### config.mk
export PLATFORM = sky130hd
export DESIGN_NAME = dcache_miss_handler
export DESIGN_NICKNAME = d
export VERILOG_FILES = /design/src/rtl/core_pkg.sv /design/src/rtl/dcache_line_fill_buffer.sv /design/src/rtl/dcache_miss_handler.sv
export SDC_FILE = /design/constraint.sdc
export NUM_CORES = 2
export LEC_CHECK = 0
export CORE_AREA = 2 2 498 500
export CTS_BUF_LIST = sky130_fd_sc_hd__clkbuf_8
export DETAILED_ROUTE_END_ITERATION = 12
export DIE_AREA = 0 0 500 502
export MAX_ROUTING_LAYER = met4
export SLEW_MARGIN = 10
export SYNTH_ARGS = -nofsm -noshare
export SYNTH_HDL_FRONTEND = slang
export SYNTH_HIERARCHICAL = 1
export SYNTH_SLANG_ARGS = --single-unit
### constraint.sdc
create_clock -name clk -period 9.7 [get_ports clk]
set_input_delay 1.94 -clock clk [delete_from_list [all_inputs] [get_ports clk]]
set_output_delay 1.94 -clock clk [all_outputs]
set_load 0.01 [all_outputs]
### src/rtl/core_pkg.sv
// rtl/core_pkg.sv - shared line geometry and miss-handler state type
package core_pkg;

    localparam int DCACHE_LINE_BITS = 1024;
    localparam int DCACHE_WORD_BITS = 32;
    localparam int DCACHE_BEATS     = DCACHE_LINE_BITS / DCACHE_WORD_BITS;
    localparam int LINE_OFF_BITS    = 7;

    typedef enum logic [2:0] {
        ST_IDLE,
        ST_REQ,
        ST_FILL,
        ST_WRITE,
        ST_RESOLVE,
        ST_DRAIN
    } dcache_state_e;

endpackage

### src/rtl/dcache_line_fill_buffer.sv
// rtl/dcache_line_fill_buffer.sv - beat-indexed cache line assembly register
module dcache_line_fill_buffer
    import core_pkg::*;
#(
    parameter int LINE_BITS = DCACHE_LINE_BITS,
    parameter int WORD_BITS = DCACHE_WORD_BITS,
    parameter int BEATS     = LINE_BITS / WORD_BITS,
    parameter int IDX_W     = $clog2(BEATS)
) (
    input  logic                 clk,
    input  logic                 rst,
    input  logic                 clr_i,
    input  logic                 we_i,
    input  logic [IDX_W-1:0]     beat_idx_i,
    input  logic [WORD_BITS-1:0] beat_data_i,
    output logic [LINE_BITS-1:0] line_o
);

    logic [LINE_BITS-1:0] line_q;

    always_ff @(posedge clk) begin
        if (rst || clr_i) begin
            line_q <= '0;
        end else if (we_i) begin
            line_q[beat_idx_i*WORD_BITS +: WORD_BITS] <= beat_data_i;
        end
    end

    assign line_o = line_q;

endmodule

### src/rtl/dcache_miss_handler.sv
// rtl/dcache_miss_handler.sv - fetches a missed line from memory and hands it back to the cache controller
module dcache_miss_handler
    import core_pkg::*;
#(
    parameter int LINE_BITS = DCACHE_LINE_BITS,
    parameter int WORD_BITS = DCACHE_WORD_BITS,
    parameter int BEATS     = LINE_BITS / WORD_BITS
) (
    input  logic                   clk,
    input  logic                   rst,
    input  logic                   read_repair_request,
    input  logic                   write_repair_request,
    input  logic [31:0]            missed_addr,
    output logic                   waddr_valid,
    output logic [31:0]            waddr,
    output logic [LINE_BITS-1:0]   wdata,
    output logic [LINE_BITS/8-1:0] wmask,
    output logic                   repair_resolved,
    output logic                   mem_req_valid,
    input  logic                   mem_req_ready,
    output logic [31:0]            mem_req_addr,
    input  logic                   mem_rsp_valid,
    input  logic [WORD_BITS-1:0]   mem_rsp_data
);

    localparam int IDX_W = $clog2(BEATS);

    dcache_state_e          state_q, state_d;
    logic [31:0]            addr_q, addr_d;
    logic [IDX_W-1:0]       beat_q, beat_d;
    logic [LINE_BITS/8-1:0] wmask_q, wmask_d;
    logic                   buf_clr, buf_we;
    logic                   any_req;

    assign any_req = read_repair_request | write_repair_request;

    always_ff @(posedge clk) begin
        if (rst) begin
            state_q <= ST_IDLE;
            addr_q  <= '0;
            beat_q  <= '0;
            wmask_q <= '0;
        end else begin
            state_q <= state_d;
            addr_q  <= addr_d;
            beat_q  <= beat_d;
            wmask_q <= wmask_d;
        end
    end

    always_comb begin
        state_d         = state_q;
        addr_d          = addr_q;
        beat_d          = beat_q;
        wmask_d         = wmask_q;
        buf_clr         = 1'b0;
        buf_we          = 1'b0;
        mem_req_valid   = 1'b0;
        waddr_valid     = 1'b0;
        repair_resolved = 1'b0;
        unique case (state_q)
            ST_IDLE: begin
                // Read/write type only matters to the controller; the fill is identical.
                if (any_req) begin
                    addr_d  = missed_addr;
                    beat_d  = '0;
                    wmask_d = '0;
                    buf_clr = 1'b1;
                    state_d = ST_REQ;
                end
            end
            ST_REQ: begin
                mem_req_valid = 1'b1;
                if (mem_req_ready) begin
                    state_d = ST_FILL;
                end
            end
            ST_FILL: begin
                if (mem_rsp_valid) begin
                    buf_we = 1'b1;
                    beat_d = beat_q + 1'b1;
                    if (beat_q == IDX_W'(BEATS - 1)) begin
                        // Mask goes high together with waddr_valid and then holds.
                        wmask_d = '1;
                        state_d = ST_WRITE;
                    end
                end
            end
            ST_WRITE: begin
                waddr_valid = 1'b1;
                state_d     = ST_RESOLVE;
            end
            ST_RESOLVE: begin
                repair_resolved = 1'b1;
                state_d         = ST_DRAIN;
            end
            ST_DRAIN: begin
                if (!any_req) begin
                    state_d = ST_IDLE;
                end
            end
            default: state_d = ST_IDLE;
        endcase
    end

    dcache_line_fill_buffer #(
        .LINE_BITS (LINE_BITS),
        .WORD_BITS (WORD_BITS),
        .BEATS     (BEATS),
        .IDX_W     (IDX_W)
    ) u_fill_buf (
        .clk         (clk),
        .rst         (rst),
        .clr_i       (buf_clr),
        .we_i        (buf_we),
        .beat_idx_i  (beat_q),
        .beat_data_i (mem_rsp_data),
        .line_o      (wdata)
    );

    assign mem_req_addr = {addr_q[31:LINE_OFF_BITS], {LINE_OFF_BITS{1'b0}}};
    assign waddr        = addr_q;
    assign wmask        = wmask_q;

endmodule

# After elaboration in Yosys (flattened, before gate mapping)
# Cells that the tools add are included.
dict set report totals {
  reg_bits 1192
  latchBits 0
  ram_bits 0
  mem_bits_ro 0
  inputBits 70
  output_inout_bits 1219
  word_cells 49
  memories 0
}
dict set report op_classes {
  n_addsub 2
  multipliers 0
  div 0
  magnitude_cmp 0
  n_eq_ne 11
  shift 2
  mux 21
  n_bitwise 1
  n_reduce_logical 7
}
# operator n
set ops {}
lappend ops {{bitwise mux 1024 bit} 1}
lappend ops {{variable shift 32 x 34 -> 1024 bit, first input constant} 1}
lappend ops {{indexed part select 32 x 34 -> 1024 bit} 1}
lappend ops {{two-way mux 128 bit} 3}
lappend ops {{one-hot mux 128 bit (2 select lines)} 1}
lappend ops {{negator 10 -> 34 bit} 1}
lappend ops {{one-hot mux 3 bit (6 select lines)} 1}
lappend ops {{two-way mux 3 bit} 5}
lappend ops {{two-way mux 5 bit} 2}
lappend ops {{inequality test 2 bit, second input constant} 5}
lappend ops {{one-hot mux 5 bit (2 select lines)} 1}
lappend ops {{two-way mux 1 bit} 7}
lappend ops {{equality test 3 x 2 -> 1 bit, second input constant} 2}
lappend ops {{equality test 3 bit, second input constant} 2}
lappend ops {{adder 5 x 1 -> 5 bit, second input constant} 1}
lappend ops {{equality test 5 bit, second input constant} 1}
lappend ops {{AND reduction 5 bit} 1}
lappend ops {{AND reduction 4 bit} 1}
lappend ops {{equality test 3 x 1 -> 1 bit, second input constant} 1}
lappend ops {{logical NOT 3 bit} 1}
lappend ops {{AND reduction 3 bit} 1}
lappend ops {{AND reduction 2 bit} 1}
lappend ops {{nonzero test 2 bit} 1}
lappend ops {{logical OR 1 bit} 1}
lappend ops {{bitwise OR 1 bit} 1}

# Depth between registers and ports, before layout
dict set report logic_depth {
  word_depth 4
  mapped_depth 19
  mapped_depth_nobuf 10
}

# Modules after synthesis
# Netlist, hierarchy kept.
# module n_inst cells_per_inst area_per_inst_um2 seq_area_each_um2
set modules_own_cells {}
lappend modules_own_cells {dcache_line_fill_buffer 1 4513 38369.3 20499.7}
lappend modules_own_cells {dcache_miss_handler 1 367 2857.7 820.8}

# Least setup slack after synthesis
# No wires, ideal clock.
dict set report synth_timing {
  path_kind {register to output}
  from {reg, netlist name wmask[126]}
  to {out wmask[100]}
  arrival_ps 2792
  t_required_ps 7760
  path_slack_ps 4968
  stages_incl_launch_ff 2
  path_buffers 1
  cell_sequence {dfxtp_1 buf_4}
}
# element line
set synth_rtl {}
lappend synth_rtl {{end: declaration} dcache_miss_handler.sv:17} ;# output logic [LINE_BITS/8-1:0] wmask,

# Final worst setup path
dict set report layout_timing {
  from {reg beat_q[0]}
  to {reg u_fill_buf.line_q[180], in the netlist u_fill_buf/line_o[180]}
}
dict set report layout_between {
  elab_chain_cells 3
  elab_cells_between_ends 4
  classes_between {add/sub (1); shift (2); mux (1)}
}
# element line
set layout_rtl {}
lappend layout_rtl {{start: declaration} dcache_miss_handler.sv:30} ;# logic [IDX_W-1:0] beat_q, beat_d;
lappend layout_rtl {{start signal: assignment} dcache_miss_handler.sv:46} ;# beat_q <= beat_d;
lappend layout_rtl {{negator 10 -> 34 bit (*)} dcache_line_fill_buffer.sv:25} ;# line_q[beat_idx_i*WORD_BITS +: WORD_BITS] <= beat_data_i;
lappend layout_rtl {{indexed part select 32 x 34 -> 1024 bit or variable shift 32 x 34 -> 1024 bit (tied branches)} dcache_line_fill_buffer.sv:25}
lappend layout_rtl {{bitwise mux 1024 bit (*)} dcache_line_fill_buffer.sv:25}
lappend layout_rtl {{end signal: indexed assignment} dcache_line_fill_buffer.sv:25}
lappend layout_rtl {{end: declaration} dcache_line_fill_buffer.sv:19} ;# logic [LINE_BITS-1:0] line_q;
# Every way passes the cells marked *; elsewhere a longest branch is shown, timed or not.
# A chain may end at the register's enable or synchronous reset.

==> summary.md <==
| Metric | Value |
|---|---|
| Post-DP HPWL | `177,000 um` |
| Area leader, netlist | `dfxtp_1` |
| Startpoint Class | `register` |
| FFs w/ async S/R, synth | `0%` |
| Clock root buffer | `clkbuf_8` |
| Worst Hold Class | `reg -> reg` |
| Crit path max fanout | `79` |
| Drt first-iter violations | `~4,200` |
| Max cap viols | `0` |
| Drt pass-1 iters | `7` |
| DR vias | `approximately 42,000` |
| Post-layout util | `about 25%` |
| Yosys reg bits | `1,065` |
| Post-CTS Hold Buffers | `0` |
| Skew final | `82.9 ps` |
| Met3 WL post-DR | `27,600 um` |
| Top post-synthesis cells by area | `dfxtp_1 (52%), a21oi_1 (9.2%), nand2_1 (6.5%)` |
| Wl on met1 | `about 100,000 um` |
| Status | `completed` |
| Met2 WL | `111,000 um` |
| Worst vdd ir | `around 0.17 mV` |
| Skew-Pair Late Insertion Delay | `960 ps` |
| Primary FF master, synth | `dfxtp_1` |
| Seq/Total Area, Yosys | `between 50% and 60%` |
| Multi-input gate area | `around 0.017 mm^2` |
| CP endpoint kind | `register` |
| Worst Tran Pin Value | `1430 ps` |
| Number of global-route vias before repair | `a little under 40,000` |
| Number of synthesized flops with an enable pin | `0` |
| Vias/cell | `around 4.6` |
| Top cell type's share of synthesized area | `~52%` |
| Sequential Area | `~0.021 mm^2` |
| Max Root-Sink Buffers | `3` |
| Synthesis-to-finish area growth | `45.8%` |
| Cell depth of the worst flop-to-flop path | `11` |
| Slew margin rel. | `4.27%` |
| Worst setup margin | `4330 ps` |
| Setup TNS | `0 ps` |
| Final Max Slew Viols | `0` |
| Pre-CTS WS | `3830 ps` |
| CP arrival | `between 6000 and 7000 ps` |
| Final Wtd Congestion | `roughly 0.85` |
| First-pass GRT wire length | `around 340,000 um` |
| Layout Nets | `5,847` |
| FP Rows | `about 180` |
| CTS tree | `built` |
| Die area | `0.251 mm^2` |
| Syn_area_per_cell | `~8.4 um^2` |
| CTS resizes | `0` |
| DR WL/cell | `28.2 um` |
| RSZ-0062 raised after global routing | `no` |
| Yosys Warn Count | `6` |
| Tcrit/Tclk final | `55.4%` |
| CTS H-tree lvls | `4` |
| Global route overflow | `0` |
| Worst-path clk slew | `~60 ps` |
| Remaining DRCs | `0` |
| Final ANT Viol Nets | `0` |
| Filler cells | `roughly 26,000` |
| Hold Fails Final Rpt | `0` |
| Pin count of the biggest net entering global routing | `210` |
| Inserted Clock Buffers | `195` |
| Core Area | `approximately 0.25 mm^2` |
| PD cells | `roughly 180 mW/mm^2` |
| Proportion of layout cells with a drive suffix above 1 | `8.70%` |
| FMAX | `186 MHz` |
| CTS Sinks | `1,065` |
| I/O pin count | `between 1,000 and 1,500` |
| Final min period | `5370 ps` |
| Cell count after synthesis | `4,880` |
| GRT Total Usage | `between 15 and 20%` |
| Setup violators final | `0` |
| Synthesized cell area | `a little over 0.04 mm^2` |
| Worst EP required | `between 10,000 and 15,000 ps` |
| Initial Util | `16.8%` |
| Crit Path Category | `reg -> reg` |
| Die Wd | `500 um` |
| Die Ht | `502 um` |
| Leakage | `~19 nW` |
| Yosys cell types | `59` |
| PortBufs | `1,281` |
| Top sig layer | `met4` |
| Antenna violations before repair | `36` |
| Final WL | `between 200,000 and 300,000 um` |
| Hold path depth | `2` |
| Postcts setup bufs | `0` |
-- registers in the layout (all words and copies together), names as in the netlist --
name               cells
wmask                  1
u_fill_buf/line_o   1024
waddr                 32
beat_q                 5
state_q                3
-- path summary, 6_finish.rpt --
check | to | slack, ps | start
hold reg to reg | u_fill_buf/line_o[676]$_SDFFE_PP0P_ | 450 | u_fill_buf/line_o[676]$_SDFFE_PP0P_
setup reg to reg | u_fill_buf/line_o[180]$_SDFFE_PP0P_ | 4330 | beat_q[0]$_SDFFE_PP0P_
setup / recovery | u_fill_buf/line_o[180]$_SDFFE_PP0P_ | 4330 | beat_q[0]$_SDFFE_PP0P_
hold / removal | u_fill_buf/line_o[676]$_SDFFE_PP0P_ | 450 | u_fill_buf/line_o[676]$_SDFFE_PP0P_
-- synth_stat cells, drive strengths merged (6+ instances only) --
cell,count
dfxtp,1065
a21oi,757
nand2,712
clkbuf,480
nor2,419
buf,214
nor4,199
nand3,186
or4,128
o41ai,127
or3,118
mux2i,117
nand4,99
nor3,84
o2bb2ai,70
or2,16
and3,13
o21ai,9
nand2b,8
nor2b,7
inv,6
-- layer usage --
layer  global-route usage (%)  vias up
li1                         -    18844
met1                     24.0    20478
met2                     29.2     2526
met3                     6.77      531
met4                     11.3        0
met5                        -        -
-- power by group --
part           switching (mW)  total, mW  internal, mW
Combinational            1.41       1.99         0.578
Clock                    2.17       4.62          2.46
Sequential             0.0585       4.48          4.42
-- metrics by stage --
step / area, um^2 / power (mW) / hold WS (ps) / instances
after floorplan: 41200 / 5.82 / 464 / 4886
after global placement: 55900 / 6.54 / 437 / 8796
after detailed placement: 55900 / 6.57 / 443 / 8796
after CTS: 60100 / 11.2 / 451 / 9152
after global routing: 60100 / 11.5 / 465 / 9160
final: 60100 / 11.1 / 449 / 9174
-- worst max-delay path, cell delays in order (launching register included) --
cell and delay [ps]:
dfxtp_2 400, inv_1 260, ha_1 750, nand2b_1 470, nor2_1 210, ha_1 460
and2_1 280, o2111ai_4 400, buf_4 820, or2_2 790, a21oi_1 180, nor2_1 160
-- cell families (layout without fill, tap and decap cells) --
| group | after synthesis | count (layout) | synth area share [%] |
|---|---|---|---|
| AND/OR/NAND/NOR | 2004 | 2004 | 23.3 |
| flip-flops | 1065 | 1065 | 51.7 |
| AO/OA/AOI/OAI | 984 | 984 | 13.9 |
| buffers and inverters | 701 | 1747 | 7.98 |
| multiplexers | 118 | 118 | 2.87 |
| adder cells (fa/ha/maj) | 4 | 4 | 0.121 |
| XOR/XNOR | 3 | 3 | 0.0820 |
| other | 1 | 29 | 0.00910 |
-- cells in the final DEF (no fill, tap or decap), drive strengths merged, types with 8 or more instances in the layout --
cell type	count
mux2i	117
nand2	712
buf	128
inv	78
diode	22
o2bb2ai	70
nand2b	8
clkdlybuf4s50	1256
clkinv	32
a21oi	757
nor4	199
nor3	84
or4	128
o41ai	127
clkbuf	239
o21ai	9
or3	118
or2	16
nand3	186
dfxtp	1065
nor2	419
and3	13
nand4	99
-- final cells by class --
type                    count  area share, %
flip-flops and latches   1065           35.5
multi-input cells        3120           28.2
repair buffers           1384           22.5
well taps                3220           6.70
clock buffers             239           5.47
clock inverters           117           1.45
diodes                     22         0.0916
inverters                   7         0.0437
Power figures use the tool's default switching activity.
